==> src/rtl/ras.sv <==
// -----------------------------------------------------------------------------
// ras -- return address stack for the fetch-stage branch predictor.
//
// A circular stack of predicted return targets. Calls push a return address
// and returns pop it. The top index and valid count are exported so fetch can
// checkpoint them, and they can be restored after a mispredict. Restore only
// rewinds the pointer and count; entry contents are left as they are.
//
// Ports:
//   CLK                  in   clock, all state changes on the rising edge
//   nRST                 in   synchronous active-low reset
//   ras_push_valid_in    in   call seen in fetch: push ras_push_target_in
//   ras_push_target_in   in   return address to push (PC[31:1])
//   ras_pop_valid_in     in   return seen in fetch: pop the top entry
//   ras_restore_valid_in in   mispredict: reload index/count from checkpoint
//   ras_restore_index_in in   checkpointed top index
//   ras_restore_count_in in   checkpointed count (0..RAS_ENTRIES)
//   ras_ret_target_out   out  entry at the top index (combinational read)
//   ras_empty_out        out  count is zero
//   ras_index_out        out  current top index
//   ras_count_out        out  current valid entry count
// -----------------------------------------------------------------------------
module ras #(
    parameter int RAS_ENTRIES      = 8,
    parameter int RAS_INDEX_WIDTH  = $clog2(RAS_ENTRIES),
    parameter int RAS_TARGET_WIDTH = 31
) (
    input  logic                        CLK,
    input  logic                        nRST,
    input  logic                        ras_push_valid_in,
    input  logic [RAS_TARGET_WIDTH-1:0] ras_push_target_in,
    input  logic                        ras_pop_valid_in,
    output logic [RAS_TARGET_WIDTH-1:0] ras_ret_target_out,
    output logic                        ras_empty_out,
    output logic [RAS_INDEX_WIDTH-1:0]  ras_index_out,
    output logic [RAS_INDEX_WIDTH:0]    ras_count_out,
    input  logic                        ras_restore_valid_in,
    input  logic [RAS_INDEX_WIDTH-1:0]  ras_restore_index_in,
    input  logic [RAS_INDEX_WIDTH:0]    ras_restore_count_in
);

    localparam int CW = RAS_INDEX_WIDTH + 1;
    localparam logic [RAS_INDEX_WIDTH-1:0] LAST_IDX  = RAS_INDEX_WIDTH'(RAS_ENTRIES - 1);
    localparam logic [CW-1:0]              FULL_CNT  = CW'(RAS_ENTRIES);

    logic [RAS_TARGET_WIDTH-1:0] entries_r [RAS_ENTRIES];
    logic [RAS_INDEX_WIDTH-1:0]  index_r;
    logic [CW-1:0]               count_r;

    logic [RAS_INDEX_WIDTH-1:0]  index_inc_s;
    logic [RAS_INDEX_WIDTH-1:0]  index_dec_s;
    logic [RAS_INDEX_WIDTH-1:0]  index_nxt_s;
    logic [CW-1:0]               count_nxt_s;
    logic                        wr_en_s;
    logic [RAS_INDEX_WIDTH-1:0]  wr_addr_s;
    logic                        not_empty_s;

    // Neighbour indices with explicit wrap so non-power-of-two depths also work.
    always_comb begin
        if (index_r == LAST_IDX) begin
            index_inc_s = {RAS_INDEX_WIDTH{1'b0}};
        end else begin
            index_inc_s = index_r + RAS_INDEX_WIDTH'(1);
        end
        if (index_r == {RAS_INDEX_WIDTH{1'b0}}) begin
            index_dec_s = LAST_IDX;
        end else begin
            index_dec_s = index_r - RAS_INDEX_WIDTH'(1);
        end
    end

    assign not_empty_s = (count_r != {CW{1'b0}});

    // Next-state selection in priority order: restore, push+pop, push, pop.
    always_comb begin
        index_nxt_s = index_r;
        count_nxt_s = count_r;
        wr_en_s     = 1'b0;
        wr_addr_s   = index_r;
        if (ras_restore_valid_in) begin
            index_nxt_s = ras_restore_index_in;
            count_nxt_s = ras_restore_count_in;
        end else if (ras_push_valid_in && ras_pop_valid_in && not_empty_s) begin
            // Return immediately followed by a call: replace the top in place.
            wr_en_s   = 1'b1;
            wr_addr_s = index_r;
        end else if (ras_push_valid_in) begin
            // When full, the advance lands on the oldest entry and overwrites it.
            index_nxt_s = index_inc_s;
            wr_en_s     = 1'b1;
            wr_addr_s   = index_inc_s;
            if (count_r == FULL_CNT) begin
                count_nxt_s = count_r;
            end else begin
                count_nxt_s = count_r + CW'(1);
            end
        end else if (ras_pop_valid_in && not_empty_s) begin
            index_nxt_s = index_dec_s;
            count_nxt_s = count_r - CW'(1);
        end else begin
            index_nxt_s = index_r;
            count_nxt_s = count_r;
        end
    end

    // State registers; reset clears the whole stack and wins over any request.
    always_ff @(posedge CLK) begin
        if (!nRST) begin
            index_r <= {RAS_INDEX_WIDTH{1'b0}};
            count_r <= {CW{1'b0}};
            for (int i = 0; i < RAS_ENTRIES; i++) begin
                entries_r[i] <= {RAS_TARGET_WIDTH{1'b0}};
            end
        end else begin
            index_r <= index_nxt_s;
            count_r <= count_nxt_s;
            if (wr_en_s) begin
                entries_r[wr_addr_s] <= ras_push_target_in;
            end
        end
    end

    assign ras_ret_target_out = entries_r[index_r];
    assign ras_empty_out      = ~not_empty_s;
    assign ras_index_out      = index_r;
    assign ras_count_out      = count_r;

endmodule
==> config.mk <==
export PLATFORM = sky130hd
export DESIGN_NAME = ras
export DESIGN_NICKNAME = d
export VERILOG_FILES = /design/src/rtl/ras.sv
export SDC_FILE = /design/constraint.sdc
export NUM_CORES = 1
export LEC_CHECK = 0
export CAP_MARGIN = 10
export CORE_ASPECT_RATIO = 2
export CORE_MARGIN = 2
export CORE_UTILIZATION = 65
export CTS_BUF_LIST = sky130_fd_sc_hd__clkbuf_4 sky130_fd_sc_hd__clkbuf_8 sky130_fd_sc_hd__clkbuf_16
export CTS_CLUSTER_SIZE = 30
export DETAILED_ROUTE_END_ITERATION = 16
export DONT_BUFFER_PORTS = 1
export HOLD_SLACK_MARGIN = 0.08
export PLACE_DENSITY = 0.79
export SYNTH_ARGS = -nofsm -noshare
export SYNTH_HDL_FRONTEND = slang
export SYNTH_SLANG_ARGS = --single-unit
==> constraint.sdc <==
create_clock -name CLK -period 6.5 [get_ports CLK]
set_clock_uncertainty 0.05 [all_clocks]
set_input_delay 1.3 -clock CLK [delete_from_list [all_inputs] [get_ports CLK]]
set_output_delay 1.3 -clock CLK [all_outputs]
set_load 0.005 [all_outputs]
Word-level counts from Yosys, hierarchy flattened:

Memory sizes are Yosys's and may differ from the RTL's. A register that Yosys moved wholly into a read port is not among the register bits.
Cells that the tools add are included.

* output and inout port bits: 39
* flip-flop bits (word level): 7
* input bits: 43
* memories kept: 1
* RAM bits: 248
* logic and storage cells: 47

Memories
* entries_r: depth 8, width 31, rd ports 1, clocked after memory_dff 1, write ports 8, line 46 `logic [RAS_TARGET_WIDTH-1:0] entries_r [RAS_ENTRIES];`

* bitwise gates (word level): 1
* muxes and demuxes: 26
* equal/unequal tests: 4
* reductions and logical operators: 9
* add/subtract/negate cells: 4

Operators with widths (count)
* $mux 3: 12
* $mux 31: 1
* $reduce_or 31->1: 1
* $mux 4: 5
* $mux 1: 8
* $add 4x1->4 const B: 1
* $eq 4x4->1 const B: 1
* $reduce_bool 4->1: 1
* $sub 4x1->4 const B: 1
* $add 3x1->3 const B: 1
* $eq 3x3->1 const B: 1
* $logic_and 1x1->1: 3
* $logic_not 3->1: 1
* $ne 3x3->1 const B: 1
* $reduce_and 3->1: 1
* $reduce_bool 3->1: 1
* $sub 3x1->3 const B: 1
* $ne 2x2->1 const B: 1
* $reduce_and 2->1: 1
* $not 1->1: 1

Logic depth before layout (Yosys ltp):

* depth after elaboration: 9
* gate-level depth with buffers: 8
* depth with buffers taken out: 6

Worst setup path before layout:

No wires, ideal clock.

* kind: input -> register
* from: input port ras_restore_valid_in
* to: memory entries_r[4][0], enable pin
* buffers on the path: 1
* data required time: 6057 ps
* arrival: 3056 ps
* setup slack: 3001 ps
* setup time: 393 ps
* stages on the path: 5
* cell sequence: clkbuf_1 > nor3b_1 > nand3_1 > a211oi_2 > nand2b_1

RTL lines
* start, declared: line 37 `input logic ras_restore_valid_in,`
* end, declared: line 46

==> results_dict.tcl <==
set metrics [dict create \
    outcome "complete, no violations" \
    r2r_setup_slack_ns 2.43 \
    totalWireLength_mm 24.3 \
    drt-initial-drc-count 462 \
    syn-num-nets 798 \
    routed_via_density 6.41 \
    avgSynthCellArea_um2 15.9 \
    dr.pass1.iters 4 \
    root_buffer "clkbuf_16" \
    drc 0 \
    io_pins 82 \
    grt_overflow 0 \
    yosysSeqAreaShare 0.643 \
    rsz0062_at_grt "no" \
    clkLatencyLatePin_ns 0.51 \
    hold_buffers 0 \
    max-vdd-ir-drop_mv 0.258 \
    finalCriticalPeriod_ns 4.28 \
    cpPeakStageDelay_ns 0.88 \
    fin_crit_sh 0.658 \
    hpwl_mm 14.6 \
    netlist_area_um2 11900 \
    required_ns 5.15 \
    grt_use_total 0.258 \
    hold_viol_final 0 \
    fmax_ghz 0.234 \
    place_congestion 0.880 \
    worstMarginPinSlew_ns 1.22 \
    instances_no_fill 966 \
    critPathBufInv 1 \
    start_util 0.656 \
    slew_headroom 0.181 \
    p_per_area_nw_per_um2 284 \
    synth_edf_count 248 \
    synth-main-ff-cell "edfxtp_1" \
    timing_worst_setup_path_type "reg2out" \
    core_um2 18100 \
    grt_max_degree 63 \
    async_flop_share 0 \
    cts_tree "done" \
    yosysWarnings 0 \
    cap_violations 0 \
    grt_pass1_vias 6807 \
    grt_pass1_wl_mm 37.7 \
    nFillCells 1160 \
    cp-start-kind "flip-flop" \
    io_buffer_count 0 \
    dieHeight_um 195 \
    num_rows 70 \
    ant_nets 0 \
    area_delta_synth_final_pct 7.66 \
    fp.dieArea_um2 19400 \
    n_antenna_cell 0 \
    synth_cell_types 46 \
    synth_cells 747 \
    numCtsBuffers 22 \
    end_kind "output pin" \
    cp_max_fo 40 \
    cp.arrival_ns 2.93 \
    clock-sinks 258 \
    path_delay_family "multiplexers" \
    slew_viol_final 0 \
    nNetsFinal 787 \
    antenna_found_initial 0 \
    ys_ff_latch 258 \
    finalSetupViolCount 0 \
    path_cells "buf_4 -> mux4_2 -> mux2_2" \
    num_vias 6194 \
    die_w_um 99.6 \
    htreeDepth 1 \
    critPathSlowestCell "dfxtp_4" \
    cts_resized 0 \
    clockBufferDepth 3 \
    dp.cells 928 \
    cts_setup_buffers 0 \
    wire_per_inst_um 25.1 \
    p_leak_nw 4.54 \
    path_clk_slew_ns 0.06 \
    finalSetupTns_ns 0 \
    drive_gt1_frac 0.207 \
    hp-class "reg2reg" \
]
==> final cells by class <==
class	instances	area, um^2	area share
clock buffers	28	613	0.0479
clock inverters	10	76.3	0.00596
inverters	7	26.3	0.00205
multi-input cells	434	4060	0.317
flip-flops and latches	258	7650	0.598
well taps	216	270	0.0211
repair buffers	13	97.6	0.00763
==> placed cells by master, fill, tap and decap left out, drive strengths merged, types with 2 or more instances in the layout <==
| cell | count |
|---|---|
| edfxtp | 248 |
| and2 | 217 |
| mux4 | 62 |
| mux2 | 32 |
| nor2b | 32 |
| clkbuf | 28 |
| buf | 13 |
| dfxtp | 10 |
| nand2 | 8 |
| clkinv | 8 |
| inv | 7 |
| nand2b | 7 |
| ha | 7 |
| nor2 | 6 |
| a211oi | 6 |
| nand3 | 5 |
| a21oi | 5 |
| o211ai | 5 |
| nand4 | 4 |
| a21o | 4 |
| mux2i | 4 |
| or2 | 3 |
| xnor2 | 3 |
| o22ai | 2 |
| o311ai | 2 |
| xor2 | 2 |
| o21ai | 2 |
==> path summary, 6_finish.rpt <==
check,startpoint,endpoint,cells past startpoint
setup / recovery,flip-flop,ras_ret_target_out[19],3
hold reg to reg,ras_index_out[0],flip-flop,2
hold / removal,ras_index_out[0],flip-flop,2
setup reg to reg,ras_index_out[1],entries_r[0][12],7
==> metrics by stage <==
| step | hold slack (ns) | total power [mW] | setup slack (ns) | util | area (um^2) |
|---|---|---|---|---|---|
| floorplan | 0.508 | 2.29 | 3.00 | - | 11900 |
| global placement | 0.553 | 2.38 | 2.31 | 0.668 | 12100 |
| detailed placement | 0.565 | 2.40 | 2.21 | 0.668 | 12100 |
| CTS | 0.569 | 3.65 | 2.13 | 0.706 | 12800 |
| global route | 0.607 | 3.74 | 2.02 | 0.706 | 12800 |
| finish | 0.570 | 3.63 | 2.22 | 0.706 | 12800 |
==> power breakdown <==
group,total [mW],internal (mW),switching [mW]
Clock,1.28,0.708,0.571
Sequential,1.96,1.91,0.0579
Combinational,0.391,0.191,0.200
==> metal layers <==
layer,routed length (um),part of all wire,GRT usage
met3,1490,0.061,0.0354
met4,535,0.022,0.0766
met2,14000,0.57,0.484
met1,8310,0.34,0.304
met5,0,0,0
==> cell usage after synthesis, types with 2 or more instances <==
cell type	n	area, um^2
o22ai_1	2	12.5
and2_1	217	1360
nor2b_1	32	200
a211oi_2	5	62.6
buf_2	8	40.0
or2_2	3	18.8
inv_1	7	26.3
mux4_2	62	1400
o311ai_0	2	17.5
ha_1	7	87.6
o211ai_1	5	37.5
dfxtp_1	10	200
clkbuf_2	6	30.0
nand2_1	8	30.0
xor2_1	2	17.5
mux2_2	32	360
a21oi_1	5	25.0
nand4_1	4	25.0
nand2b_1	7	43.8
nand3_1	5	25.0
mux2i_1	4	40.0
xnor2_1	3	26.3
a21o_1	4	30.0
edfxtp_1	248	7450
nor2_1	6	22.5
clkbuf_1	33	124
==> worst reg2reg max path: cells and delay by family (launching register included) <==
kind	cells	cell delay [ns]
AND/OR/NAND/NOR	3	1.13
AO/OA/AOI/OAI	1	1.04
adder cells (fa/ha/maj)	1	0.42
flip-flops	1	0.52
buffers and inverters	2	0.57
==> sequential cells by signal (all words and copies together), names as in the netlist, named ones only <==
signal	count
ras_count_out	4
entries_r	248
ras_index_out	3
==> cell families (layout without fill, tap and decap cells) <==
family	Yosys count	after routing	share of synthesized area
compound gates	34	34	0.0247
flops	258	258	0.643
simple gates	289	289	0.149
fa+ha+maj	8	8	0.00905
mux	98	98	0.151
xor+xnor	5	5	0.00368
buf+inv	55	58	0.0188
No activity file was read; power rests on OpenSTA's default activity.
